**src/rtl/pkt_pkg.sv**
```systemverilog
// Shared types and constants for the packet builder.
// The CRC_SEND state exists only when PKT_BUILDER_CRC_EN is defined.
package pkt_pkg;

`ifdef PKT_BUILDER_CRC_EN
    typedef enum logic [2:0] {
        IDLE, ETH_HDR, IP_HDR, TCP_HDR, PAYLOAD, CRC_SEND
    } state_t;
`else
    typedef enum logic [2:0] {
        IDLE, ETH_HDR, IP_HDR, TCP_HDR, PAYLOAD
    } state_t;
`endif

    localparam int ETH_WORDS = 4;
    localparam int IP_WORDS  = 5;
    localparam int TCP_WORDS = 5;
    localparam int PAY_WORDS = 10;
    localparam int HDR_WORDS = ETH_WORDS + IP_WORDS + TCP_WORDS;

    localparam logic [31:0] CRC_POLY = 32'hEDB88320;
    localparam logic [31:0] CRC_INIT = 32'hFFFFFFFF;

endpackage

```
**src/rtl/crc32_word.sv**
```systemverilog
// Combinational CRC-32 (reflected) advance over one 32-bit word,
// consuming bit 0 first so byte [7:0] is processed first.
module crc32_word
    import pkt_pkg::*;
(
    input  logic [31:0] crc,
    input  logic [31:0] data,
    output logic [31:0] crc_next
);

    always_comb begin
        logic [31:0] c;
        c = crc;
        for (int i = 0; i < 32; i++) begin
            c = (c >> 1) ^ ((c[0] ^ data[i]) ? CRC_POLY : 32'h0);
        end
        crc_next = c;
    end

endmodule

```
**src/rtl/packet_builder.sv**
```systemverilog
// Builds eth/ip/tcp header + 10 payload word packets on a valid/ready stream.
// Define PKT_BUILDER_CRC_EN to append a CRC-32 trailer word.
module packet_builder
    import pkt_pkg::*;
#(
    parameter int WIDTH = 32
) (
    input  logic             clk,
    input  logic             rst,
    input  logic             start,
    output logic             start_ready,
    input  logic [127:0]     eth_hdr,
    input  logic [159:0]     ip_hdr,
    input  logic [159:0]     tcp_hdr,
    input  logic [WIDTH-1:0] pay_data,
    input  logic             pay_valid,
    output logic             pay_ready,
    output logic [WIDTH-1:0] tx_data,
    output logic             tx_valid,
    input  logic             tx_ready,
    output logic             tx_last
);

    localparam logic [4:0] ETH_LAST = 5'(ETH_WORDS - 1);
    localparam logic [4:0] IP_LAST  = 5'(ETH_WORDS + IP_WORDS - 1);
    localparam logic [4:0] TCP_LAST = 5'(HDR_WORDS - 1);
    localparam logic [4:0] PAY_LAST = 5'(HDR_WORDS + PAY_WORDS - 1);

    state_t                             state, state_n;
    logic [4:0]                         cnt;
    logic [HDR_WORDS-1:0][WIDTH-1:0]    hdr_q;
    logic                               xfer;

    assign xfer = tx_valid && tx_ready;

`ifdef PKT_BUILDER_CRC_EN
    logic [31:0] crc_q;
    logic [31:0] crc_nx;

    crc32_word u_crc (
        .crc      (crc_q),
        .data     (pay_data),
        .crc_next (crc_nx)
    );
`endif

    always_ff @(posedge clk or negedge rst) begin
        if (!rst) begin
            state <= IDLE;
            cnt   <= '0;
            hdr_q <= '0;
`ifdef PKT_BUILDER_CRC_EN
            crc_q <= CRC_INIT;
`endif
        end else begin
            state <= state_n;
            if (state == IDLE) begin
                cnt <= '0;
                if (start) hdr_q <= {tcp_hdr, ip_hdr, eth_hdr};
            end else if (xfer) begin
                cnt <= cnt + 5'd1;
            end
`ifdef PKT_BUILDER_CRC_EN
            if (state == IDLE) begin
                crc_q <= CRC_INIT;
            end else if (state == PAYLOAD && xfer) begin
                crc_q <= crc_nx;
            end
`endif
        end
    end

    always_comb begin
        state_n     = state;
        start_ready = 1'b0;
        tx_valid    = 1'b0;
        tx_last     = 1'b0;
        tx_data     = '0;
        pay_ready   = 1'b0;
        unique case (state)
            IDLE: begin
                start_ready = 1'b1;
                if (start) state_n = ETH_HDR;
            end
            ETH_HDR: begin
                tx_valid = 1'b1;
                tx_data  = hdr_q[cnt[3:0]];
                if (tx_ready && cnt == ETH_LAST) state_n = IP_HDR;
            end
            IP_HDR: begin
                tx_valid = 1'b1;
                tx_data  = hdr_q[cnt[3:0]];
                if (tx_ready && cnt == IP_LAST) state_n = TCP_HDR;
            end
            TCP_HDR: begin
                tx_valid = 1'b1;
                tx_data  = hdr_q[cnt[3:0]];
                if (tx_ready && cnt == TCP_LAST) state_n = PAYLOAD;
            end
            PAYLOAD: begin
                // Payload is a straight pass-through of the FIFO handshake.
                tx_valid  = pay_valid;
                pay_ready = tx_ready;
                tx_data   = pay_data;
                if (cnt == PAY_LAST) begin
`ifdef PKT_BUILDER_CRC_EN
                    if (pay_valid && tx_ready) state_n = CRC_SEND;
`else
                    tx_last = pay_valid;
                    if (pay_valid && tx_ready) state_n = IDLE;
`endif
                end
            end
`ifdef PKT_BUILDER_CRC_EN
            CRC_SEND: begin
                tx_valid = 1'b1;
                tx_last  = 1'b1;
                tx_data  = ~crc_q;
                if (tx_ready) state_n = IDLE;
            end
`endif
            default: state_n = IDLE;
        endcase
    end

endmodule
```
**config.mk**
```make
export PLATFORM = sky130hd
export DESIGN_NAME = packet_builder
export DESIGN_NICKNAME = d
export VERILOG_FILES = /design/src/rtl/pkt_pkg.sv /design/src/rtl/crc32_word.sv /design/src/rtl/packet_builder.sv
export SDC_FILE = /design/constraint.sdc
export NUM_CORES = 1
export LEC_CHECK = 0
export CORE_UTILIZATION = 45
export CTS_CLUSTER_DIAMETER = 80
export DETAILED_ROUTE_END_ITERATION = 6
export GPL_ROUTABILITY_DRIVEN = 0
export GPL_TIMING_DRIVEN = 1
export MAX_ROUTING_LAYER = met4
export PLACE_DENSITY_LB_ADDON = 0.12
export SYNTH_ARGS = -nofsm -noshare
export SYNTH_HDL_FRONTEND = slang
export SYNTH_HIERARCHICAL = 1
export SYNTH_SLANG_ARGS = --single-unit
```
**constraint.sdc**
```tcl
create_clock -name clk -period 6.35 [get_ports clk]
set_input_delay 1.27 -clock clk [delete_from_list [all_inputs] [get_ports clk]]
set_output_delay 1.27 -clock clk [all_outputs]
set_load 0.03 [all_outputs]
```
== After elaboration in Yosys (flattened, before gate mapping) ==
Index checks and enable logic that the tools add are counted.

* Register bits after elaboration: 456
* Output and inout bits: 36

* Equal/unequal tests: 14
* Reduce and logical (&&, ||, !) cells: 10
* $lt $le $gt $ge: 1
* Add/sub/neg operators: 1
* Mux-type cells: 17

{| class="wikitable"
|+ Operators by type and width
! cell !! number
|-
| $bmux 32 s4 || 1
|-
| $pmux 32 s2 || 1
|-
| $mux 32 || 1
|-
| $mux 3 || 6
|-
| $pmux 3 s5 || 1
|-
| $ne 2x2->1 const B || 6
|-
| $eq 5x4->1 const B || 2
|-
| $mux 5 || 2
|-
| $eq 3x2->1 const B || 2
|-
| $reduce_and 6->1 || 1
|-
| $add 5x1->5 const B || 1
|-
| $eq 5x2->1 const B || 1
|-
| $eq 5x5->1 const B || 1
|-
| $logic_and 1x1->1 || 5
|-
| $lt 4x5->1 const B || 1
|-
| $mux 1 || 4
|-
| $eq 3x1->1 const B || 1
|-
| $eq 3x3->1 const B || 1
|-
| $logic_not 3->1 || 1
|-
| $reduce_or 3->1 || 1
|-
| $pmux 1 s2 || 1
|-
| $reduce_and 2->1 || 1
|-
| $reduce_bool 2->1 || 1
|}

== Longest topological paths before layout ==
* Depth in word-level cells: 6
* Depth in mapped cells: 9
* Depth with buffers taken out: 6

== Least setup slack after synthesis ==
OpenSTA, ideal clock, no wires.

* Path kind: reg-to-output
* Start: register cnt[0]
* End: output tx_data[15]
* Stages on the path, launching flop included: 7
* Arrival time: 2.215 ns
* Path slack: 2.865 ns
* Path buffers: 3
* Cells stage by stage: dfrtp_1 > buf_4 > buf_2 > nand2_1 > clkbuf_1 > o22ai_1 > o31ai_1

* Longest elaborated chain between the ends: 3

{| class="wikitable"
|+ RTL lines
! item !! RTL line !! source
|-
| start, declared || packet_builder.sv:30 || <nowiki>logic [4:0] cnt;</nowiki>
|-
| start signal, assigned || packet_builder.sv:61 || <nowiki>cnt <= cnt + 5'd1;</nowiki>
|-
| $bmux 32 s4 || packet_builder.sv:87, packet_builder.sv:92, packet_builder.sv:97 ||
|-
| $mux 32 (implied by the code) || packet_builder.sv:87, packet_builder.sv:92, packet_builder.sv:97 ||
|-
| $pmux 32 s2 || packet_builder.sv:80 || <nowiki>unique case (state)</nowiki>
|-
| end, declared || packet_builder.sv:18 || <nowiki>output logic [WIDTH-1:0] tx_data,</nowiki>
|}

Every way passes these cells. The select of a mux whose other input is x is not followed.

== Final worst setup path ==
* Start: register cnt[0]
* End: output tx_data[30]

The elaborated chain is that of the path after synthesis.

==> results_tabular.tex <==
\begin{tabular}{lr}
\hline
Metric & Value \\
\hline
\multicolumn{2}{l}{\textbf{Worst setup path}} \\
WP data required & around 5.1 ns \\
Reg-to-reg critical path startpoint & state[1]\$\_DFFE\_PN0P\_ \\
Kind of critical path & register to output pin \\
Data arrival time of the critical path & 4.09 ns \\
Setup crit start & cnt[0]\$\_DFFE\_PN0P\_ \\
Critical path launch point type & register \\
Endpoint class of the critical path & output pin \\
Critical-path maximum fanout & 35 \\
\multicolumn{2}{l}{\textbf{Die}} \\
Area enclosed by the die boundary & 52,300 um\^{}2 \\
Die outline height & between 200 and 250 um \\
Row count & a little over 80 \\
Top-Level Pins & 521 \\
Die width & 229 um \\
Core ar. & 50,500 um\^{}2 \\
Initial standard-cell utilization of the core & between 40\% and 50\% \\
\multicolumn{2}{l}{\textbf{Route}} \\
Violation count after the first detailed-route iteration & 889 \\
WL per Instance & around 25 um \\
Final ANT Viol Nets & 0 \\
Vias per cell & about 5.4 \\
DRT Pass-1 Iters & 6 \\
Post-detailed-route DRC marker count & 0 \\
Total via count in the routed design & about 14,000 \\
Final wirelength & between 60,000 and 70,000 um \\
\multicolumn{2}{l}{\textbf{Power}} \\
Comb power frac & a little under half \\
Power dissipated by switching net loads & $\sim$5 mW \\
Total power after layout & between 15 and 20 mW \\
Clock network fraction of design power & 19.5\% \\
Switching fraction of total power & between 30\% and 40\% \\
Power density of the placed cells & between 500 and 600 nW/um\^{}2 \\
Leakage power of the design & around 13 nW \\
Internal power of the cells & $\sim$10 mW \\
Max rail drop VDD & a little over 0.3 mV \\
Seq pwr share & a little over a third \\
\multicolumn{2}{l}{\textbf{Clock network}} \\
Clock tree root driver cell & sky130\_fd\_sc\_hd\_\_clkbuf\_16 \\
CTS tree & yes \\
Post-CTS repair timing setup buffer count & 0 \\
Latest clock arrival within the worst-skew pair & between 0.5 and 0.6 ns \\
Cts-stage hold buffer count & 0 \\
Clock sinks & 456 \\
TritonCTS Buffers & 50 \\
CTS Buffer Depth & 3 \\
Clk pin slew, worst setup/hold paths & 0.06 ns \\
Htree depth & 2 \\
Number of resized instances in the post-cts repair step & 0 \\
\multicolumn{2}{l}{\textbf{Synth}} \\
Post-synth cell types & just over 40 \\
Largest family of logic cells by synthesized area & multiplexers \\
Total number of yosys warnings & 6 \\
Cell type with the highest aggregate area in the netlist & sky130\_fd\_sc\_hd\_\_dfrtp\_1 \\
Sequential element share of the synthesized area & roughly half \\
Synthesized area per cell & 16.0 um\^{}2 \\
Synthesis-stage register bit count & $\sim$460 \\
Syn Std Cell Area & about 23,000 um\^{}2 \\
Portion of netlist area occupied by mux cells & 39.2\% \\
Dominant synthesized flop cell & sky130\_fd\_sc\_hd\_\_dfrtp\_1 \\
Top post-synthesis cells by area & sky130\_fd\_sc\_hd\_\_dfrtp\_1 49\%, sky130\_fd\_sc\_hd\_\_mux2\_4 26\%, sky130\_fd\_sc\_hd\_\_mux2\_2 7.9\% \\
Fraction of registers with async set or reset after synthesis & 100\% \\
Post-Synthesis Cells & around 1,400 \\
Count of flip-flops with a built-in enable after synthesis & 0 \\
Fraction of synthesized cell area in xor and xnor cells & less than 1\% \\
Adder-cell share of the synthesized area & 0.162\% \\
Net count after synthesis & 1,932 \\
Complex-gate fraction of the synthesized area & slightly below 5\% \\
Share of the synthesized area in the top cell type & 49.3\% \\
Simple-Gate Fraction of Synth Area & roughly 1.1\% \\
\multicolumn{2}{l}{\textbf{STA}} \\
Sum of negative setup slack & 0 ns \\
Max-slew headroom & a little under a third \\
Unrepaired setup endpoints after global routing & false \\
Number of setup violations in the final report & 0 \\
Final period utilization & between 80 and 90\% \\
WHS & 0.483 ns \\
Final Hold Violating Endpoints & 0 \\
Crit path time final & $\sim$5.4 ns \\
Worst Skew & roughly 0.012 ns \\
Peak clock frequency supported by timing & 187 MHz \\
Pin slew with the least headroom to its limit & 1.02 ns \\
Final max-slew violation count & 0 \\
\multicolumn{2}{l}{\textbf{Layout}} \\
Synthesis-to-layout area growth & 29.5\% \\
Share of the core filled with cells in the final layout & 59.4\% \\
Layout Cell Area excl Fill & roughly 30,000 um\^{}2 \\
Multi-input gate area in the final layout & around 11,000 um\^{}2 \\
Proportion of layout cells with a drive suffix above 1 & 35.1\% \\
Final nets & approximately 2,400 \\
Sequential standard cell area & between 10,000 and 15,000 um\^{}2 \\
Final-layout fill cell count & approximately 4,000 \\
\multicolumn{2}{l}{\textbf{Min path}} \\
Startpoint of the lowest-slack hold path & hdr\_q[44]\$\_DFFE\_PN0P\_ \\
Kind of path behind the tightest hold check & register to register \\
\multicolumn{2}{l}{\textbf{Global routing}} \\
Total grt overflow & 0 \\
Antenna violations before repair & 25 \\
Vias in the first global route & 15,682 \\
Pin count of the biggest net entering global routing & between 100 and 150 \\
First-pass GRT wire length & a little over 100,000 um \\
Combined global-route utilization of all metal layers & roughly a quarter \\
\multicolumn{2}{l}{\textbf{Run}} \\
Maximum capacitance violations & 0 \\
\multicolumn{2}{l}{\textbf{Place}} \\
Count of input and output buffers & 520 \\
Cell Area, Placed & between 20,000 and 30,000 um\^{}2 \\
Hpwl dp & around 48,000 um \\
\multicolumn{2}{l}{\textbf{Run status}} \\
Result of the run & complete, no violations \\
\hline
\end{tabular}
area by class of cell:
type / instances / share of cell area, %
Sequential cell: 456 / 38.1
Multi-Input combinational cell: 876 / 35.1
Clock buffer: 79 / 5.25
Tap cell: 672 / 2.80
Antenna cell: 26 / 0.217
Clock inverter: 12 / 0.305
Timing Repair Buffer: 538 / 18.2
Inverter: 6 / 0.0793
final timing paths:
| check | to | slack [ns] | depth (start not counted) |
|---|---|---|---|
| setup / recovery | tx_data[30] | 0.99 | 5 |
| hold / removal | hdr_q[44]$_DFFE_PN0P_ | 0.48 | 1 |
| setup reg to reg | hdr_q[55]$_DFFE_PN0P_ | 3.27 | 5 |
| hold reg to reg | hdr_q[44]$_DFFE_PN0P_ | 0.48 | 1 |
| max in group asynchronous | hdr_q[223]$_DFFE_PN0P_ | 4.11 | 2 |
| min in group asynchronous | hdr_q[406]$_DFFE_PN0P_ | 0.75 | 1 |
synthesized netlist by cell type (15+ instances only):
cell type and count:
sky130_fd_sc_hd__a222oi_1 32, sky130_fd_sc_hd__buf_12 45, sky130_fd_sc_hd__buf_2 18, sky130_fd_sc_hd__clkbuf_1 32, sky130_fd_sc_hd__dfrtp_1 456, sky130_fd_sc_hd__mux2_2 162, sky130_fd_sc_hd__mux2_4 400, sky130_fd_sc_hd__mux2i_1 85
sky130_fd_sc_hd__mux4_2 15, sky130_fd_sc_hd__o22ai_1 75, sky130_fd_sc_hd__o31ai_1 26
worst max-delay path, stage by stage (launching register included):
cell	delay, ns
sky130_fd_sc_hd__dfrtp_4	0.84
sky130_fd_sc_hd__nand3b_1	0.35
sky130_fd_sc_hd__nor2_2	0.86
sky130_fd_sc_hd__a222oi_1	0.38
sky130_fd_sc_hd__o31ai_1	0.27
sky130_fd_sc_hd__clkdlybuf4s50_1	0.78
power by group through the flow:
stage / combinational [mW] / sequential [mW] / clock (mW)
after floorplan: 5.30 / 4.83 / 0
after global placement: 6.86 / 5.19 / 0
after detailed placement: 6.90 / 5.24 / 0
after CTS: 6.96 / 5.22 / 3.00
after global routing: 7.31 / 5.40 / 3.11
final: 6.89 / 5.22 / 2.93
registers in the layout, summed over array words and instances (netlist names):
| name | count |
|---|---|
| state | 3 |
| cnt | 5 |
| hdr_q | 448 |
cells by family after synthesis:
kind of cell,count (synthesis)
adder cells (fa/ha/maj),3
XOR/XNOR,1
AO/OA/AOI/OAI,158
flip-flops,456
multiplexers,666
buffers and inverters,112
AND/OR/NAND/NOR,48
cells in the final DEF (no fill, tap or decap), types with 3 or more instances in the layout:
cell type,n
sky130_fd_sc_hd__mux4_2,15
sky130_fd_sc_hd__buf_4,10
sky130_fd_sc_hd__nor2_1,10
sky130_fd_sc_hd__clkdlybuf4s50_1,519
sky130_fd_sc_hd__or2_2,4
sky130_fd_sc_hd__clkbuf_16,53
sky130_fd_sc_hd__inv_1,5
sky130_fd_sc_hd__o22ai_1,75
sky130_fd_sc_hd__mux2_1,4
sky130_fd_sc_hd__mux2_4,400
sky130_fd_sc_hd__clkbuf_1,11
sky130_fd_sc_hd__a222oi_1,32
sky130_fd_sc_hd__diode_2,26
sky130_fd_sc_hd__clkinv_2,10
sky130_fd_sc_hd__mux2_2,162
sky130_fd_sc_hd__a22o_1,6
sky130_fd_sc_hd__nand2_1,11
sky130_fd_sc_hd__a21oi_1,4
sky130_fd_sc_hd__mux2i_1,85
sky130_fd_sc_hd__o21ai_0,11
sky130_fd_sc_hd__o31ai_1,26
sky130_fd_sc_hd__dfrtp_1,454
sky130_fd_sc_hd__nand3b_1,4
sky130_fd_sc_hd__buf_12,8
sky130_fd_sc_hd__nand3_1,3
sky130_fd_sc_hd__ha_1,3
sky130_fd_sc_hd__clkbuf_8,15
metal layers:
layer  up-vias  track usage, %  routed length [um]
met5         -               -                   0
met4         0            8.79                2040
met3       101            7.04                4570
met2       432            43.5               33300
met1      7366            32.1               27900
li1       6406               -                   -
through the flow:
step	setup slack, ns	std cells
floorplan	2.87	1444
global placement	1.58	2548
detailed placement	1.50	2548
CTS	0.844	2639
global route	0.822	2663
finish	0.992	2665
No activity file was read; power rests on OpenSTA's default activity.
==> RTL change: new RTL, same settings <==
Encoding of `state_t`: now one-hot (5 bits for 5 states).
--- a/src/rtl/pkt_pkg.sv
+++ b/src/rtl/pkt_pkg.sv
@@ -9,4 +9,4 @@
 `else
-    typedef enum logic [2:0] {
-        IDLE, ETH_HDR, IP_HDR, TCP_HDR, PAYLOAD
+    typedef enum logic [4:0] {
+        IDLE = 5'b00001, ETH_HDR = 5'b00010, IP_HDR = 5'b00100, TCP_HDR = 5'b01000, PAYLOAD = 5'b10000
     } state_t;
Check against the original RTL: same outputs for any inputs over 4 cycles, from zero or initial values and one cycle with rst low; so few cycles prove little.
==> RTL change against the unedited design <==
Wire length increased by 5.5%. Synthesized area decreased by 1.9%. Final area rose by 0.48%. Critical path depth increased by 2. Power fell by 0.90%. Non-clock buffer count is 3 higher. First-iteration DRC count is 13% lower. Core utilization rose by 1.6 points. Clock skew increased by 0.010 ns. Sequential share of layout area about the same. Worst setup slack lost 0.10 ns. Sequential cell count grew 2.
==> RTL change: results (changes against the unedited design) <==
| Metric | Value |
|---|---|
| Hold Startpoint | `hdr_q[324]$_DFFE_PN0P_` |
| Hold Worst Slack | `0.504 ns (+0.0212 ns)` |
| CTS buffer count | `51 (+2.0%)` |
| First-pass GRT wire length | `102000 um (+0.73%)` |
| Netlist cell types | `44 (+7.3%)` |
| Routed WL | `71500 um (+5.5%)` |
| Clock Latency Late Sink | `0.60 ns (+0.02 ns)` |
| Share of cells above drive strength 1 | `0.352 (+0.000976)` |
| Post-DP HPWL | `52600 um (+9.0%)` |
| M1 GR Usage | `0.345 (+0.0244)` |
| R2R Path End | `hdr_q[3]$_DFFE_PN0P_` |
| Mapped Nets | `1854 (-4.0%)` |
| Synth top area cells | `dfrtp_1, mux2_4, mux4_2` |
| Placed Area | `0.0282 mm^2 (-0.11%)` |
| Register area share after synthesis | `0.505 (+0.0117)` |
| Nets | `2345 (-2.9%)` |
| R2R setup slack | `3.43 ns (+0.16 ns)` |
| Total track usage | `0.288 (+0.0216)` |
| DRT Pass-1 Iters | `5 (-1)` |
| Worst vdd ir | `327 uV (+5.5%)` |
| Vias in the first global route | `15200 (-3.2%)` |
| Setup Skew | `0.0223 ns (+0.00997 ns)` |
| Worst Path Arrival | `4.19 ns (+0.10 ns)` |
| CTS root buf | `clkbuf_16` |
| Worst reg2reg startpoint | `state[2]$_DFFE_PN0P_` |
| Initial antenna violation count | `34 (+36%)` |
| CP max stage cell | `dfrtp_4` |
| Delay-heaviest family, CP | `buffers and inverters` |
| CP max stage delay | `0.90 ns (+0.04 ns)` |
| Met2 Use GR | `0.451 (+0.0164)` |
| Cells on worst reg2reg path | `6 (+1)` |
| Crit-path max FO | `41 (+17%)` |
| Run status | `finished, final reports clean` |
| Largest net degree at the start of global routing | `103 (-27%)` |
| Top Registers | `hdr_q x448, cnt x5, state x5` |
| Drt initial violations | `777 (-13%)` |
| Most frequent cells after synthesis | `dfrtp_1, mux2_4, mux4_2, o21ai_0, buf_6` |
| Leakage Power | `13.3 nW (+3.2%)` |
| Worst Hold Path EP | `hdr_q[324]$_DFFE_PN0P_` |
| Warnings from Yosys | `6 (unchanged)` |
## RTL change: kinds of logic (layout without fill, tap and decap cells)
logic type                 Yosys count  after routing  share of synthesized area
muxes                              582            582                      0.401
DFF                                458            458                      0.505
AOI/OAI and AO/OA                  141            141                     0.0375
buffers and inverters              107            640                     0.0374
and+or+nand+nor                     74             74                     0.0172
adders and majority gates            3              3                    0.00165
xor gates and xnor gates             1              1                   0.000386
other                                0             35                          0
## RTL change: stage by stage
stage / utilization / setup slack (ns) / instances / total power, W
finish: 0.610 / 0.891 / 2598 / 0.0149
CTS: 0.609 / 0.664 / 2563 / 0.0150
floorplan: - / 2.92 / 1366 / 0.0100
global route: 0.610 / 0.609 / 2596 / 0.0156
global placement: 0.572 / 1.29 / 2468 / 0.0116
detailed placement: 0.572 / 1.31 / 2468 / 0.0117
## RTL change: layout make-up
cell class	instances	area [um^2]
fill	3845	19200
sequential	458	11500
multi-input combinational	801	10400
timing repair buffer	541	5470
clock buffer	71	1480
tap	664	831
clock inverter	24	334
antenna	35	87.6
inverter	4	16.3
## RTL change: layer usage
layer	vias to the layer above	wire length, um
met3	111	5840
met2	463	34600
met5	-	0
met4	0	2470
met1	7191	28700
li1	6126	-
## RTL change: worst max-delay path by stage
stage | from | to | slack [ns] | cells after the start
floorplan | state[3]$_DFFE_PN0P_ | tx_data[0] | 2.92 | 5
global placement | cnt[0]$_DFFE_PN0P_ | tx_data[11] | 1.29 | 7
detailed placement | cnt[0]$_DFFE_PN0P_ | tx_data[11] | 1.31 | 7
CTS | cnt[0]$_DFFE_PN0P_ | tx_data[11] | 0.66 | 7
global route | cnt[0]$_DFFE_PN0P_ | tx_data[11] | 0.61 | 7
finish | cnt[0]$_DFFE_PN0P_ | tx_data[11] | 0.89 | 7
## RTL change: report_power, final
group          internal (W)  switching, W  total (W)
combinational       0.00393       0.00229    0.00622
sequential          0.00444       0.00104    0.00548
clock               0.00196       0.00125    0.00321
